`src/rtl/csr_counter.sv`:
```
// ---------------------------------------------------------------------------
// csr_counter
// Read-only cycle / instret performance counters with a MEM-stage decode and
// a W-stage aligned result register for the writeback data mux.
//
// Parameters
//   ALIAS_EN      1 = machine aliases 0xB00/0xB80/0xB02/0xB82 decode like
//                 the user counters 0xC00/0xC80/0xC02/0xC82.
//
// Ports
//   clk           pipeline clock, all state updates on the rising edge
//   rst           synchronous, active-high reset
//   stall         pipeline stall, holds the M->W result register
//   flush_M       kills the instruction in MEM (no read forwarded to W)
//   csr_rd_M      instruction in MEM is a CSR read
//   csr_addr_M    CSR address of that instruction
//   retire_W      an instruction retires in WB this cycle
//   CSR_cyc       W-stage CSR read data
//   csr_illegal_W W-stage read targeted an undecoded address
// ---------------------------------------------------------------------------
module csr_counter #(
    parameter bit ALIAS_EN = 1'b1
) (
    input  logic        clk,
    input  logic        rst,
    input  logic        stall,
    input  logic        flush_M,
    input  logic        csr_rd_M,
    input  logic [11:0] csr_addr_M,
    input  logic        retire_W,
    output logic [31:0] CSR_cyc,
    output logic        csr_illegal_W
);

    localparam int unsigned CNT_W  = 64;
    localparam int unsigned DATA_W = 32;
    localparam int unsigned ADDR_W = 12;

    localparam logic [ADDR_W-1:0] ADDR_CYCLE    = 12'hC00;
    localparam logic [ADDR_W-1:0] ADDR_CYCLEH   = 12'hC80;
    localparam logic [ADDR_W-1:0] ADDR_INSTRET  = 12'hC02;
    localparam logic [ADDR_W-1:0] ADDR_INSTRETH = 12'hC82;
    localparam logic [ADDR_W-1:0] ALIAS_OFFSET  = 12'h100;

    logic [CNT_W-1:0]  r_cycle;
    logic [CNT_W-1:0]  r_instret;
    logic [DATA_W-1:0] r_csr_cyc;
    logic              r_illegal;

    logic [ADDR_W-1:0] w_addr;
    logic              w_is_alias;
    logic [DATA_W-1:0] w_rd_data;
    logic              w_rd_hit;

    // Free-running cycle counter; counts through stalls and flushes, wraps.
    always_ff @(posedge clk) begin
        if (rst) begin
            r_cycle <= '0;
        end else begin
            r_cycle <= r_cycle + CNT_W'(1);
        end
    end

    // Retired-instruction counter; WB retirement is independent of stall.
    always_ff @(posedge clk) begin
        if (rst) begin
            r_instret <= '0;
        end else if (retire_W) begin
            r_instret <= r_instret + CNT_W'(1);
        end
    end

    // Fold the machine aliases onto the user addresses before decoding.
    always_comb begin
        w_is_alias = 1'b0;
        w_addr     = csr_addr_M;
        if (ALIAS_EN) begin
            w_is_alias = (csr_addr_M == (ADDR_CYCLE    - ALIAS_OFFSET)) ||
                         (csr_addr_M == (ADDR_CYCLEH   - ALIAS_OFFSET)) ||
                         (csr_addr_M == (ADDR_INSTRET  - ALIAS_OFFSET)) ||
                         (csr_addr_M == (ADDR_INSTRETH - ALIAS_OFFSET));
        end
        if (w_is_alias) begin
            w_addr = csr_addr_M + ALIAS_OFFSET;
        end
    end

    // MEM-stage read decode; uses pre-increment counter values.
    always_comb begin
        w_rd_data = '0;
        w_rd_hit  = 1'b1;
        case (w_addr)
            ADDR_CYCLE:    w_rd_data = r_cycle[DATA_W-1:0];
            ADDR_CYCLEH:   w_rd_data = r_cycle[CNT_W-1:DATA_W];
            ADDR_INSTRET:  w_rd_data = r_instret[DATA_W-1:0];
            ADDR_INSTRETH: w_rd_data = r_instret[CNT_W-1:DATA_W];
            default:       w_rd_hit  = 1'b0;
        endcase
    end

    // M->W result register; stall holds it and outranks flush.
    always_ff @(posedge clk) begin
        if (rst) begin
            r_csr_cyc <= '0;
            r_illegal <= 1'b0;
        end else if (!stall) begin
            if (flush_M || !csr_rd_M) begin
                r_csr_cyc <= '0;
                r_illegal <= 1'b0;
            end else begin
                r_csr_cyc <= w_rd_data;
                r_illegal <= !w_rd_hit;
            end
        end
    end

    assign CSR_cyc       = r_csr_cyc;
    assign csr_illegal_W = r_illegal;

endmodule

```
`config.mk`:
```
export PLATFORM = sky130hd
export DESIGN_NAME = csr_counter
export DESIGN_NICKNAME = d
export VERILOG_FILES = /design/src/rtl/csr_counter.sv
export SDC_FILE = /design/constraint.sdc
export NUM_CORES = 1
export LEC_CHECK = 0
export ABC_CLOCK_PERIOD_IN_PS = 2510
export CAP_MARGIN = 20
export CORE_MARGIN = 2
export CORE_UTILIZATION = 40
export CTS_BUF_LIST = sky130_fd_sc_hd__clkbuf_16
export DETAILED_ROUTE_END_ITERATION = 16
export GPL_TIMING_DRIVEN = 1
export SLEW_MARGIN = 30
export SYNTH_ARGS = -nofsm -noshare
export SYNTH_HDL_FRONTEND = slang
export SYNTH_SLANG_ARGS = --single-unit
```
`constraint.sdc`:
```
create_clock -name clk -period 2.51 [get_ports clk]
set_clock_uncertainty 0.05 [all_clocks]
set_input_delay 0.753 -clock clk [delete_from_list [all_inputs] [get_ports clk]]
set_output_delay 0.753 -clock clk [all_outputs]
set_load 0.01 [all_outputs]
```
==> results of run 1 <==
==> through the flow <==
step | worst slack [ns] | area (um^2)
floorplan | 0.0300 | 7850
global placement | -0.444 | 9110
detailed placement | -0.468 | 9110
CTS | 0.0381 | 9800
global route | 0.0262 | 9820
finish | 0.178 | 9820
==> timing repair <==
item | in CTS | in global routing
resized for setup | 1 | 4
setup endpoints to repair | 4 | 14
pin swaps | 0 | 1
==> state kept, by name, summed over array words and instances, names as in the netlist <==
register and flops:
CSR_cyc 32, csr_illegal_W 1, r_cycle 64, r_instret 64
==> power breakdown <==
group	switching [mW]	total, mW	internal (mW)
sequential	0.00993	2.57	2.56
combinational	0.0967	0.179	0.0819
clock	1.09	3.05	1.96
total	1.19	5.80	4.61
==> worst max path at each step <==
stage | end | from | slack (ns) | depth (start not counted)
floorplan | CSR_cyc[7]$_SDFFE_PP0N_ | csr_addr_M[7] | 0.03 | 5
global placement | r_instret[60]$_SDFFE_PP0P_ | retire_W | -0.44 | 7
detailed placement | r_instret[60]$_SDFFE_PP0P_ | retire_W | -0.47 | 7
CTS | r_instret[60]$_SDFFE_PP0P_ | retire_W | 0.04 | 7
global route | r_cycle[50]$_SDFF_PP0_ | r_cycle[1]$_SDFF_PP0_ | 0.03 | 7
finish | r_instret[50]$_SDFFE_PP0P_ | r_instret[10]$_SDFFE_PP0P_ | 0.18 | 5
==> Yosys cell counts, types with 6 or more instances <==
cell type    n  area share
a21oi_1     42       0.027
a22oi_1     33       0.032
and2_1       6      0.0048
and3_1      14       0.011
and4_1      10       0.011
clkbuf_1    46       0.022
dfxtp_1    161        0.41
inv_1       12      0.0057
mux4_2      31       0.089
nand2_1     38       0.018
nand3_1     51       0.033
nand4_1     59       0.047
nor2_1     133       0.064
nor3_1       8      0.0051
nor4_1      17       0.014
o21ai_0     21       0.013
o31ai_1     20       0.019
or3_1       18       0.014
or4_1       22       0.021
xnor2_1     25       0.028
xor2_1      58       0.065
==> tightest hold or removal path, delay by kind of cell (launching register included) <==
| family | cells | cell delay (ns) |
|---|---|---|
| DFF | 1 | 0.32 |
| AOI/OAI and AO/OA | 2 | 0.12 |
==> cell type report <==
type	count	area, um^2
Fill cell	1784	9510
Inverter	12	45.0
Clock buffer	17	425
Tap cell	265	332
Timing Repair Buffer	120	1120
Multi-Input combinational cell	639	4410
Clock inverter	15	263
Sequential cell	161	3220
==> metal layers <==
metal	share of wire	up-vias	GRT usage
li1	-	3361	-
met1	0.50	3362	0.312
met2	0.45	152	0.322
met3	0.040	26	0.0384
met4	0.019	0	0.0650
met5	0	-	0
==> cell families after synthesis <==
group           after synthesis
flops                       161
buf+inv                      64
simple gates                402
fa+ha+maj                     3
mux                          33
compound gates              118
xor+xnor                     83
==> metrics.yaml, run 1 <==
drv_cap: 0
irDropWorstVdd_uv: 347
final_cell_mix: "dfxtp_1 (161), nor2_1 (133), buf_4 (63), nand4_1 (59), xor2_1 (58)"
cp_common_cell: "or4_4"
wirelength_mm: 21.2
whs_ns: 0.433
start_kind: "flop"
setup_violations: 0
holdPathEnd: "r_cycle[63]$_SDFF_PP0_"
hold_viol: 0
cp.arrival_ns: 2.64
avgViaCountPerCell: 5.62
async_flop_share: 0
cts_setup_buffers: 0
fp.dieH_um: 144
final_common_cell: "dfxtp_1"
min_from: "r_cycle[63]$_SDFF_PP0_"
crit_chain: "nand4_4 -> or4_4 -> or4_4 -> or4_1 -> a21oi_1"
row_count: 51
ff2ff_setup_slack_ns: 0.18
die_w_um: 144
clockBufferDepth: 2
syn_nets: 885
first_global_vias: 6299
tns_ns: 0
mappedNetlistArea_mm2: 0.00785
place_inst: 1197
hold_buffers: 0
num_vias: 6901
post-route-min-period_ns: 2.33
h-tree-depth: 4
grt_pass1_wl_mm: 34.2
slowest_stage: "or4_4"
outcome: "complete, no violations"
finalMaxSlewViolations: 0
synth_top_family_by_area: "simple AND/OR/NAND/NOR gates"
required_ns: 2.82
r2r_start: "r_instret[10]$_SDFFE_PP0P_"
clk_pin_slew_ns: 0.06
r2r_cells: 5
fin_cells: 1229
placement.io_buffers: 50
dp_hpwl_mm: 15.5
crit_path_end_kind: "flop"
ys_types: 44
whs_path_depth: 2
avgSynthCellArea_um2: 9.08
grt_max_degree: 49
yosys_most_used_dff: "dfxtp_1"
max_slew_margin: 0.628
dieArea_mm2: 0.0207
dr.pass1.iters: 5
synthAdderAreaFrac: 0.00478
ys_seq_area_frac: 0.411
diodes: 0
cp_slowest_stage_delay_ns: 0.52
clk-insertion-delay-late_ns: 0.43
path_max_fanout: 9
place_congestion: 0.888
path_delay_family: "simple AND/OR/NAND/NOR gates"
worstMarginPinSlew_ns: 0.553
fin_crit_sh: 0.929
synth-xor-area-share: 0.0927
syn2layout_area_growth_pct: 25.2
cts_inserted_buffers: 17
crit_buf_inv: 0
cts-root-buf: "clkbuf_16"
fin_nets: 972
tritoncts_num_sinks: 161
rsz0062_at_grt: "no"
wl_per_cell_um: 17.2
p_total_mw: 5.80
synth.mux.area_fraction: 0.0936
setup.worst_path.class: "flop to flop"
synth_compound_area_frac: 0.0930
synth-edff-count: 0
synth-simple-area-share: 0.272
ys_seq_elements: 161
start_util: 0.406
core-area_mm2: 0.0193
clock.fmax_ghz: 0.429
power_leakage_nw: 3.29
post-route-drc-count: 0
detail-route-antenna-nets: 0
hp-class: "flop to flop"
power_density_mw_per_mm2: 591
drtIter0Drc: 544
yosys_warnings: 0
synth_cells: 864
grt_use_total: 0.214
drive_gt1_frac: 0.163
timing.rr.end: "r_instret[50]$_SDFFE_PP0P_"
ioPinCount: 51
fin_util: 0.508
cts_tree: "yes"
antenna_found_initial: 0
grt_overflow: 0
No activity file was read; power rests on OpenSTA's default activity.
==> inputs of run 2 (changes only) <==
--- a/config.mk
+++ b/config.mk
@@ -7,7 +7,6 @@
 export LEC_CHECK = 0
 export ABC_CLOCK_PERIOD_IN_PS = 2510
 export CAP_MARGIN = 20
-export CORE_MARGIN = 2
 export CORE_UTILIZATION = 40
 export CTS_BUF_LIST = sky130_fd_sc_hd__clkbuf_16
 export DETAILED_ROUTE_END_ITERATION = 16
==> run 2 against run 1 <==
  * Sequential power barely moved
  * Power shrank 6.5%
  * Register-to-register slack got worse by 0.07 ns
  * Sequential cell count stayed put
  * Wire length grew 1.4%
  * Largest power group unchanged
  * Highest routed layer unchanged
==> metrics.yaml, run 2 (synthesis gave the netlist of run 1 again) <==
timing.rr.end: "r_instret[54]$_SDFFE_PP0P_"
combPwrFrac: 0.031
die_w_um: 142
p_sw_mw: 1.15
tritoncts_num_sinks: 161
path_max_fanout: 7
whs_ns: 0.432
final_cell_mix: "dfxtp_1 (161), nor2_1 (133), buf_4 (74), nand4_1 (59), xor2_1 (58)"
p_int_mw: 4.28
dr.pass1.iters: 5
crit_path_end_kind: "flop"
fp.dieH_um: 142
pwr-share-clk: 0.495
wl_met1_mm: 10.7
drive_gt1_frac: 0.167
grt_overflow: 0
dp_worst_setup_slack_ns: -0.462
post-route-min-period_ns: 2.40
grt_max_degree: 86
grt_pass1_wl_mm: 34.8
setup_slack_ns: 0.111
core-area_mm2: 0.0190
clockBufferDepth: 2
drtIter0Drc: 560
cts_setup_buffers: 0
r2r_cells: 5
start_kind: "flop"
hp-class: "flop to flop"
fin_nets: 979
dr_wl_met3_um: 846
final_common_cell: "dfxtp_1"
r2r_start: "r_instret[10]$_SDFFE_PP0P_"
antenna_found_initial: 0
detail-route-antenna-nets: 0
ioPinCount: 51
worstMarginPinSlew_ns: 0.610
power_density_mw_per_mm2: 558
avgViaCountPerCell: 5.64
clock.fmax_ghz: 0.417
clk_pin_slew_ns: 0.06
num_vias: 6946
first_global_vias: 6385
hold_buffers: 0
p_total_mw: 5.42
dp_hpwl_mm: 15.6
irDropWorstVdd_uv: 442
placement.io_buffers: 50
worstSetupStartpoint: "r_instret[10]$_SDFFE_PP0P_"
cts-root-buf: "clkbuf_16"
max_slew_margin: 0.590
diodes: 0
met2WireLength_mm: 9.68
clk-insertion-delay-late_ns: 0.43
required_ns: 2.82
whs_path_depth: 2
grt_use_total: 0.223
wirelength_mm: 21.5
post-route-drc-count: 0
setup_violations: 0
cp.arrival_ns: 2.70
wl_per_cell_um: 17.4
hold_viol: 0
dieArea_mm2: 0.0202
fin_crit_sh: 0.956
ff2ff_setup_slack_ns: 0.11
syn2layout_area_growth_pct: 24.0
finalMaxSlewViolations: 0
place_congestion: 0.854
tns_ns: 0
p_seq_frac: 0.474
outcome: "complete, no violations"
row_count: 50
fin_util: 0.513
routed.top_layer: "met4"
power.share.switching: 0.211
drv_cap: 0
endpoint: "r_instret[54]$_SDFFE_PP0P_"
setup.worst_path.class: "flop to flop"
cts_inserted_buffers: 17
start_util: 0.414
cts_tree: "yes"
power_leakage_nw: 3.26
h-tree-depth: 4
run 2: cell count changes in the layout (fill, tap and decap cells not counted), sizes merged:
| cell | before | now |
|---|---|---|
| buf | 72 | 79 |
| bufinv | 7 | 4 |
| clkinv | 5 | 6 |
| clkinvlp | 0 | 1 |
| inv | 15 | 16 |
run 2: worst max-delay path: stages, from the launching register on:
cell	delay, ns
dfxtp_1	0.40
nand4_4	0.14
or4_4	0.51
or4_1	0.54
or4_1	0.54
a21oi_1	0.15
run 2: routing by layer:
layer / GRT usage / vias to the layer above
met1: 0.321 / 3409
met5: 0 / -
met4: 0.0685 / 0
met2: 0.339 / 134
li1: - / 3380
met3: 0.0380 / 23
run 2: power by group through the flow:
| stage | registers (mW) | clock network [mW] | logic (mW) |
|---|---|---|---|
| 3_3_place_gp | 2.63 | 0 | 0.169 |
| 4_1_cts | 2.57 | 2.73 | 0.172 |
| 3_5_place_dp | 2.63 | 0 | 0.171 |
| 5_1_grt | 2.57 | 2.85 | 0.185 |
| 2_1_floorplan | 2.63 | 0 | 0.107 |
| 6_report | 2.57 | 2.68 | 0.169 |
run 2: per-stage QoR:
step | instance area (um^2) | instances
2_1_floorplan | 7850 | 864
3_3_place_gp | 9100 | 1199
3_5_place_dp | 9100 | 1199
4_1_cts | 9710 | 1231
5_1_grt | 9730 | 1231
6_report | 9730 | 1231
run 2: how the worst min path moves through the flow:
stage / from / end / slack (ns)
2_1_floorplan: r_cycle[0]$_SDFF_PP0_ / r_cycle[0]$_SDFF_PP0_ / 0.39
3_3_place_gp: r_cycle[0]$_SDFF_PP0_ / r_cycle[0]$_SDFF_PP0_ / 0.42
3_5_place_dp: r_instret[63]$_SDFFE_PP0P_ / r_instret[63]$_SDFFE_PP0P_ / 0.43
4_1_cts: r_instret[63]$_SDFFE_PP0P_ / r_instret[63]$_SDFFE_PP0P_ / 0.44
5_1_grt: r_instret[63]$_SDFFE_PP0P_ / r_instret[63]$_SDFFE_PP0P_ / 0.46
6_report: r_instret[63]$_SDFFE_PP0P_ / r_instret[63]$_SDFFE_PP0P_ / 0.43
run 2: layout make-up:
cell class / instances / area (um^2)
Multi-Input combinational cell: 639 / 4410
Tap cell: 260 / 325
Fill cell: 1770 / 9230
Clock buffer: 17 / 425
Timing Repair Buffer: 127 / 1120
Clock inverter: 15 / 175
Inverter: 12 / 45.0
Sequential cell: 161 / 3220
run 2: repair_timing:
| action | 4_1_cts | 5_1_grt |
|---|---|---|
| pin swaps | 0 | 2 |
| hold endpoints to repair | 0 | 0 |
| endpoints found under the setup margin | 1 | 12 |
| gates resized for setup | 1 | 4 |
